$ cat src/rtl/fir_pkg.sv
// Shared constants and helpers for the three-tap filter and its output conditioner.
package fir_pkg;

    localparam int FIR_X_W    = 8;
    localparam int FIR_Y_W    = 16;
    localparam int COND_OUT_W = 8;

    function automatic int clog2(input int n);
        int r;
        r = 0;
        while ((1 << r) < n) begin
            r = r + 1;
        end
        return r;
    endfunction

endpackage

$ cat src/rtl/fir_sample_fifo.sv
// First-word-fall-through sample FIFO; dout shows the head combinationally, zero-cycle read latency.
// A push while full is accepted only when a pop happens in the same cycle; pop while empty is ignored.
module fir_sample_fifo
    import fir_pkg::*;
#(
    parameter int W     = 8,
    parameter int DEPTH = 4
) (
    input  logic                  clk,
    input  logic                  rst,
    input  logic                  push,
    input  logic [W-1:0]          din,
    input  logic                  pop,
    output logic [W-1:0]          dout,
    output logic                  empty,
    output logic                  full,
    output logic [clog2(DEPTH):0] level
);

    localparam int AW    = clog2(DEPTH);
    localparam int LVL_W = AW + 1;

    logic [W-1:0]     mem_q [DEPTH];
    logic [W-1:0]     mem_d [DEPTH];
    logic [AW-1:0]    wr_ptr_q, wr_ptr_d;
    logic [AW-1:0]    rd_ptr_q, rd_ptr_d;
    logic [LVL_W-1:0] level_q, level_d;
    logic             do_push, do_pop;

    assign empty = (level_q == '0);
    assign full  = (level_q == LVL_W'(DEPTH));
    assign level = level_q;
    assign dout  = mem_q[rd_ptr_q];

    // A pop frees the slot the concurrent push lands in, so full+pop still accepts.
    assign do_pop  = pop & ~empty;
    assign do_push = push & (~full | do_pop);

    always_comb begin
        mem_d    = mem_q;
        wr_ptr_d = wr_ptr_q;
        rd_ptr_d = rd_ptr_q;
        level_d  = level_q;
        if (do_push) begin
            mem_d[wr_ptr_q] = din;
            wr_ptr_d        = wr_ptr_q + AW'(1);
        end
        if (do_pop) begin
            rd_ptr_d = rd_ptr_q + AW'(1);
        end
        case ({do_push, do_pop})
            2'b10:   level_d = level_q + LVL_W'(1);
            2'b01:   level_d = level_q - LVL_W'(1);
            default: level_d = level_q;
        endcase
    end

    always_ff @(posedge clk or posedge rst) begin
        if (rst) begin
            for (int i = 0; i < DEPTH; i++) begin
                mem_q[i] <= '0;
            end
            wr_ptr_q <= '0;
            rd_ptr_q <= '0;
            level_q  <= '0;
        end else begin
            mem_q    <= mem_d;
            wr_ptr_q <= wr_ptr_d;
            rd_ptr_q <= rd_ptr_d;
            level_q  <= level_d;
        end
    end

endmodule

$ cat src/rtl/fir_output_conditioner.sv
// Rounds, rescales and saturates the 17-bit filter result, then queues samples on a valid/ready stream.
// Two-edge latency to out_valid; when the FIFO is full with no pop, new samples are dropped and counted.
module fir_output_conditioner
    import fir_pkg::*;
#(
    parameter int IN_W  = FIR_Y_W,
    parameter int OUT_W = COND_OUT_W,
    parameter int SHIFT = 4,
    parameter int DEPTH = 4,
    parameter int CNT_W = 8
) (
    input  logic                  clk,
    input  logic                  rst,
    input  logic                  in_valid,
    input  logic [IN_W-1:0]       y_in,
    input  logic                  carry_in,
    output logic [OUT_W-1:0]      out_data,
    output logic                  out_valid,
    input  logic                  out_ready,
    output logic                  sat_flag,
    output logic                  overflow,
    output logic [CNT_W-1:0]      drop_cnt,
    output logic [clog2(DEPTH):0] level
);

    localparam int                SUM_W = IN_W + 2;
    localparam logic [SUM_W-1:0]  RND   = {{(SUM_W-1){1'b0}}, 1'b1} << (SHIFT - 1);

    logic [SUM_W-1:0] sum, rs;
    logic             sat;
    logic [OUT_W-1:0] samp;

    logic             stage_vld_q, stage_vld_d;
    logic [OUT_W-1:0] stage_dat_q, stage_dat_d;
    logic             sat_flag_q, sat_flag_d;
    logic             overflow_q, overflow_d;
    logic [CNT_W-1:0] drop_cnt_q, drop_cnt_d;

    logic             fifo_empty, fifo_full, pop, drop;

    assign pop = ~fifo_empty & out_ready;

    always_comb begin
        // One spare headroom bit keeps the rounding add from wrapping at carry=1, y=all-ones.
        sum  = {1'b0, carry_in, y_in} + RND;
        rs   = sum >> SHIFT;
        sat  = |rs[SUM_W-1:OUT_W];
        samp = sat ? {OUT_W{1'b1}} : rs[OUT_W-1:0];

        stage_vld_d = in_valid;
        stage_dat_d = in_valid ? samp : stage_dat_q;
        sat_flag_d  = sat_flag_q | (in_valid & sat);

        drop       = stage_vld_q & fifo_full & ~pop;
        overflow_d = overflow_q | drop;
        drop_cnt_d = drop_cnt_q;
        if (drop && (drop_cnt_q != {CNT_W{1'b1}})) begin
            drop_cnt_d = drop_cnt_q + CNT_W'(1);
        end
    end

    always_ff @(posedge clk or posedge rst) begin
        if (rst) begin
            stage_vld_q <= 1'b0;
            stage_dat_q <= '0;
            sat_flag_q  <= 1'b0;
            overflow_q  <= 1'b0;
            drop_cnt_q  <= '0;
        end else begin
            stage_vld_q <= stage_vld_d;
            stage_dat_q <= stage_dat_d;
            sat_flag_q  <= sat_flag_d;
            overflow_q  <= overflow_d;
            drop_cnt_q  <= drop_cnt_d;
        end
    end

    fir_sample_fifo #(
        .W     (OUT_W),
        .DEPTH (DEPTH)
    ) u_fifo (
        .clk   (clk),
        .rst   (rst),
        .push  (stage_vld_q),
        .din   (stage_dat_q),
        .pop   (pop),
        .dout  (out_data),
        .empty (fifo_empty),
        .full  (fifo_full),
        .level (level)
    );

    assign out_valid = ~fifo_empty;
    assign sat_flag  = sat_flag_q;
    assign overflow  = overflow_q;
    assign drop_cnt  = drop_cnt_q;

endmodule

$ cat config.mk
export PLATFORM = sky130hd
export DESIGN_NAME = fir_output_conditioner
export DESIGN_NICKNAME = d
export VERILOG_FILES = /design/src/rtl/fir_pkg.sv /design/src/rtl/fir_sample_fifo.sv /design/src/rtl/fir_output_conditioner.sv
export SDC_FILE = /design/constraint.sdc
export NUM_CORES = 1
export LEC_CHECK = 0
export ABC_CLOCK_PERIOD_IN_PS = 6300
export CORE_MARGIN = 5
export CORE_UTILIZATION = 40
export CTS_CLUSTER_SIZE = 16
export DETAILED_ROUTE_END_ITERATION = 16
export PLACE_DENSITY = 0.62
export SLEW_MARGIN = 30
export SYNTH_ARGS = -nofsm -noshare
export SYNTH_HDL_FRONTEND = slang
export SYNTH_HIERARCHICAL = 1
export SYNTH_SLANG_ARGS = --single-unit
$ cat constraint.sdc
create_clock -name clk -period 6.3 [get_ports clk]
set_clock_uncertainty 0.2 [all_clocks]
set_input_delay 1.89 -clock clk [delete_from_list [all_inputs] [get_ports clk]]
set_output_delay 1.89 -clock clk [all_outputs]
set_load 0.01 [all_outputs]
# --- Word level (Yosys, flattened, before mapping) ---
# Cells that the tools add are included.
totals:
  input_bits: 21
  reg_bits: 58
  output_inout_bits: 22
op_classes:
  n_mux: 8
  eq_ne: 4
  add_sub_neg: 6
  order_cmp: 3
  reduce_logical: 5
  bitwise: 14
ops:
  columns: ["op", "count"]
  rows:
  - ["32-bit bitwise mux", 1]
  - ["8-bit 2-to-1 mux", 4]
  - ["17-bit by 4-bit adder with 18-bit output, second input constant", 1]
  - ["8-bit binary-select mux with 2-bit select", 1]
  - ["8-bit demux with 2-bit select", 1]
  - ["8-bit by 1-bit adder with 8-bit output, second input constant", 1]
  - ["8-bit inequality test, second input constant", 1]
  - ["1-bit bitwise AND", 6]
  - ["3-bit >= comparator, second input constant", 2]
  - ["2-bit NOT with 3-bit output", 2]
  - ["3-bit case mux with 2 select lines", 1]
  - ["6-bit OR reduction", 1]
  - ["2-bit by 1-bit adder with 2-bit output, second input constant", 2]
  - ["3-bit by 1-bit adder with 3-bit output, second input constant", 1]
  - ["3-bit equality test, second input constant", 1]
  - ["3-bit zero test", 1]
  - ["3-bit by 1-bit < comparator with 1-bit output, second input constant", 1]
  - ["1-bit NOT", 3]
  - ["1-bit bitwise OR", 3]
  - ["3-bit by 1-bit subtractor with 3-bit output, second input constant", 1]
  - ["2-bit by 1-bit equality test with 1-bit output, second input constant", 1]
  - ["2-bit equality test, second input constant", 1]
  - ["1-bit logical AND", 2]
  - ["2-bit nonzero test", 1]

# --- Logic depth before layout (Yosys ltp) ---
depth:
  word_depth: 8
  depth_mapped: 11
  mapped_depth_nobuf: 11

# --- Cells and area by module ---
# Netlist, hierarchy kept.
by_module_without_submodules:
  columns: ["module", "n_inst", "cells_per_inst", "area_per_inst_um2"]
  rows:
  - ["fir_sample_fifo", 1, 116, 1805.5]
  - ["fir_output_conditioner", 1, 94, 987.2]

# --- Least setup slack after synthesis ---
# No wires, ideal clock.
synth_timing:
  path_kind: "input to register"
  startpoint: "input out_ready"
  endpoint: "register u_fifo.level_q[2], in the netlist u_fifo/level[2]"
  stages: 10
  t_arrival_ps: 3638
  n_path_buf: 0
  path_slack_ps: 2383
  path_cell_list: "nand2b_1 -> inv_1 -> nor4b_4 -> or2b_2 -> ha_1 -> inv_1 -> fa_1 -> xor2_1 -> nor2_1 -> xor2_1"
synth_between:
  elab_chain_len: 6
synth_lines:
  columns: ["element", "line", "rtl"]
  rows:
  - ["from (decl)", "fir_output_conditioner.sv:19", "input logic out_ready,"]
  - ["1-bit bitwise AND (*)", "fir_output_conditioner.sv:41", "assign pop = ~fifo_empty & out_ready;"]
  - ["net pop", "fir_output_conditioner.sv:39", "logic fifo_empty, fifo_full, pop, drop;"]
  - ["1-bit bitwise AND (*)", "fir_sample_fifo.sv:36", "assign do_pop = pop & ~empty;"]
  - ["1-bit bitwise OR", "fir_sample_fifo.sv:37", "assign do_push = push & (~full | do_pop);"]
  - ["1-bit bitwise AND", "fir_sample_fifo.sv:37", null]
  - ["2-bit by 1-bit equality test with 1-bit output / 2-bit equality test (equally long branches)", "fir_sample_fifo.sv:51", "case ({do_push, do_pop})"]
  - ["3-bit case mux with 2 select lines / 2-bit nonzero test (equally long branches)", null, null]
  - ["to (signal assigned)", "fir_sample_fifo.sv:70", "level_q <= level_d;"]
  - ["to (decl)", "fir_sample_fifo.sv:27", "logic [LVL_W-1:0] level_q, level_d;"]
# The timed path passes the listed nets; every way through them passes the cells marked *.
# A chain may end at the register's enable or synchronous reset.

# --- Final worst setup path ---
layout_timing:
  startpoint: "register u_fifo.rd_ptr_q[0]"
  endpoint: "output out_data[5]"
layout_between:
  elab_chain_len: 4
layout_lines:
  columns: ["element", "line", "rtl"]
  rows:
  - ["from (decl)", "fir_sample_fifo.sv:26", "logic [AW-1:0] rd_ptr_q, rd_ptr_d;"]
  - ["from (signal assigned)", "fir_sample_fifo.sv:69", "rd_ptr_q <= rd_ptr_d;"]
  - ["2-bit NOT with 3-bit output (implied by the code)", "fir_sample_fifo.sv:33", "assign dout = mem_q[rd_ptr_q];"]
  - ["8-bit binary-select mux with 2-bit select", "fir_sample_fifo.sv:33", null]
  - ["8-bit 2-to-1 mux (implied by the code) (2 in series)", "fir_sample_fifo.sv:33", null]
  - ["to (decl)", "fir_output_conditioner.sv:17", "output logic [OUT_W-1:0] out_data,"]
# No other way between the ends. The select of a mux whose other input is x is not followed.

==> summary.md <==
| Metric | Value |
|---|---|
| Peak VDD IR | `approximately 170 uV` |
| Worst-Skew Late Latency | `between 0.3 and 0.4 ns` |
| CP required | `around 4.2 ns` |
| Initial antenna violation count | `0` |
| Pwr dens | `345.8 nW/um^2` |
| Synthesized net count | `239` |
| Register-to-register setup slack | `3.37 ns` |
| CTS Hold Buffers Added | `0` |
| Switch share | `29.68%` |
| CTS tree | `done` |
| Cell variety after synth | `32` |
| Syn Inst Count | `210` |
| Status | `completed` |
| Syn. warnings | `6` |
| Synth Flop Type | `dfrtp_1` |
| Routed wire length | `4978 um` |
| Pint | `853.6 uW` |
| Crit path max fanout | `10` |
| CP Capture Type | `primary output` |
| Register area share after synthesis | `51.97%` |
| Reg power frac | `42.4%` |
| FF+latch count, synth | `58` |
| Max frequency | `0.2353 GHz` |
| Row cnt | `30` |
| Chip Width | `93.56 um` |
| NetSw | `360.4 uW` |
| DRT antenna net count | `0` |
| Area Growth Syn to Fin | `25.72%` |
| Synth Cell Area | `2793 sq um` |
| Total chip power | `1214 uW` |
| CTS Buf Count | `9` |
| Largest net degree at the start of global routing | `40` |
| DRC errors left | `0` |
| Total die area | `roughly 9000 sq um` |
| Hold Crit Class | `reg -> reg` |
| 1st-iter DRT viols | `67` |
| Worst-Margin Slew | `0.7464 ns` |
| Vias | `1728` |
| Final hold vios | `0` |
| Final WS setup | `2.050 ns` |
| Pre-CTS setup slack | `1.813 ns` |
| Max-cap viol count | `0` |
| Max-slew headroom | `50.19%` |
| CP max-delay cell | `dfrtp_1` |
| Worst hold path startpoint | `overflow` |
| # Post-CTS Setup Buffers | `0` |
| Worst reg2reg endpoint | `u_fifo/level[2]` |
| Total Neg Setup Slack | `0 ns` |
| Routed length per instance | `13.91 um` |
| DP Wirelength | `approximately 3600 um` |
| Final setup vio count | `0` |
| Clk slew on worst S/H paths | `around 0.060 ns` |
| Initial Util | `around two fifths` |
| Crit Path Category | `reg -> out` |
| Slowest stage delay, CP | `0.74 ns` |
| Via density per instance | `around 4.8` |
| CTS root buf | `clkbuf_8` |
| Pre-antenna DRT Iters | `4` |
| Startpoint Class | `flop` |
| PortBufs | `39` |
| Vias in the first global route | `1767` |
| Critical path buffers and inverters | `1` |
| Avg Cell Area, Syn | `13.30 sq um` |
| Grt ovf | `0` |
| # resized after CTS | `0` |
| Crit-path cells | `mux4_2 > clkdlybuf4s50_1` |
| Crit path DAT | `2.16 ns` |
| Core Region | `6794 sq um` |
| Sink Count | `a little under 60` |
| Clock Power Share | `29.9%` |
| Share of layout cells above drive strength 1 | `26.72%` |
| Worst R2R Path Depth | `11` |
| Comb pwr share | `27.7%` |
| EDFF count, synth | `0` |
| Tmin final | `4.250 ns` |
| Global-route wire length before repair | `between 8000 and 9000 um` |
| Ports | `43` |
| Slew Viols, Final | `0` |
| Commonest cells after routing, fill and taps aside | `58 x dfrtp_1, 39 x clkdlybuf4s50_1, 31 x mux2_2, 16 x nor2_1, 14 x inv_1` |
| Commonest non-fill, non-tap cell in the layout | `dfrtp_1` |
| CTS max path bufs | `2` |
| Period utilization | `67.46%` |
| WHS Endpoint | `overflow` |
| All-Layer GR Usage | `13.19%` |
| WHS Path Cells | `1` |
| Height of the die | `93.56 um` |
| RSZ-0062 raised after global routing | `no` |
| Htree depth | `3` |
| RR Startpoint | `u_fifo/level[0]` |
| Asr flop ratio synth | `100.0%` |
| Ant diodes | `0` |
| RD Place Congestion | `between 0.7 and 0.8` |
| Crit-path leading delay family | `flip-flops` |
| Pleak | `0.001294 uW` |
| Final net count | `between 200 and 300` |
power by group through the flow:
stage          Combinational [uW]  Clock [uW]  Sequential [uW]
3_3_place_gp                  336           0              524
2_1_floorplan                 243           0              492
3_5_place_dp                  344           0              525
5_1_grt                       374         394              529
4_1_cts                       344         374              518
6_report                      336         362              515
worst max-delay path by stage:
stage / from / endpoint / cells after the start
floorplan: out_ready / u_fifo/level[2] / 10
global placement: out_ready / u_fifo/level[2] / 11
detailed placement: out_ready / u_fifo/level[2] / 11
CTS: u_fifo/rd_ptr_q[0] / out_data[6] / 2
global route: u_fifo/rd_ptr_q[0] / out_data[5] / 2
finish: u_fifo/rd_ptr_q[0] / out_data[5] / 2
Yosys cell counts, types with 4 or more instances:
| cell type | number | share of area [%] |
|---|---|---|
| mux2_2 | 31 | 12 |
| nand2_1 | 8 | 1.1 |
| nor2_2 | 4 | 0.90 |
| a31oi_1 | 7 | 1.6 |
| inv_1 | 14 | 1.9 |
| dfrtp_1 | 58 | 52 |
| xor2_1 | 9 | 2.8 |
| nor2_1 | 16 | 2.2 |
| nor3_1 | 4 | 0.72 |
| ha_1 | 7 | 3.1 |
| nand3_1 | 7 | 1.3 |
| mux4_2 | 8 | 6.5 |
| xnor2_1 | 10 | 3.1 |
cells by family (layout without fill, tap and decap cells):
logic type      count (synthesis)  count (layout)  synth area share (%)
simple gates                   49              49                 10.62
xor+xnor                       19              19                 5.959
fa+ha+maj                       8               8                 3.853
mux                            44              44                 21.01
buf+inv                        18              70                 2.464
flops                          58              58                 51.97
compound gates                 14              14                 4.122
per-layer routing:
layer,track usage (%),up-vias,share of wire [%]
li1,-,837,-
met1,17.78,845,48
met2,19.18,35,45
met3,3.379,11,4.6
met4,7.581,0,2.5
met5,0,-,0
state kept, by name, summed over array words and instances, names as in the netlist:
register	count
u_fifo/mem_q	32
drop_cnt	8
stage_dat_q	8
u_fifo/level	3
u_fifo/rd_ptr_q	2
u_fifo/wr_ptr_q	2
overflow	1
sat_flag	1
stage_vld_q	1
area by class of cell:
type	count	area [sq um]
flip-flops and latches	58	1451
well taps	96	120.1
inverters	14	52.55
multi-input cells	134	1272
fillers	610	3283
clock buffers	15	186.4
repair buffers	40	397.9
clock inverters	1	30.03
stage by stage:
| stage | cell area, sq um | std cells | utilization (%) | hold slack [ns] |
|---|---|---|---|---|
| 3_5_place_dp | 3294 | 342 | 48.49 | 0.2608 |
| 5_1_grt | 3511 | 358 | 51.68 | 0.3065 |
| 3_3_place_gp | 3294 | 342 | 48.49 | 0.2598 |
| 4_1_cts | 3511 | 358 | 51.68 | 0.2756 |
| 2_1_floorplan | 2793 | 210 | - | 0.2532 |
| 6_report | 3511 | 358 | 51.68 | 0.2705 |
Power figures use the tool's default switching activity.
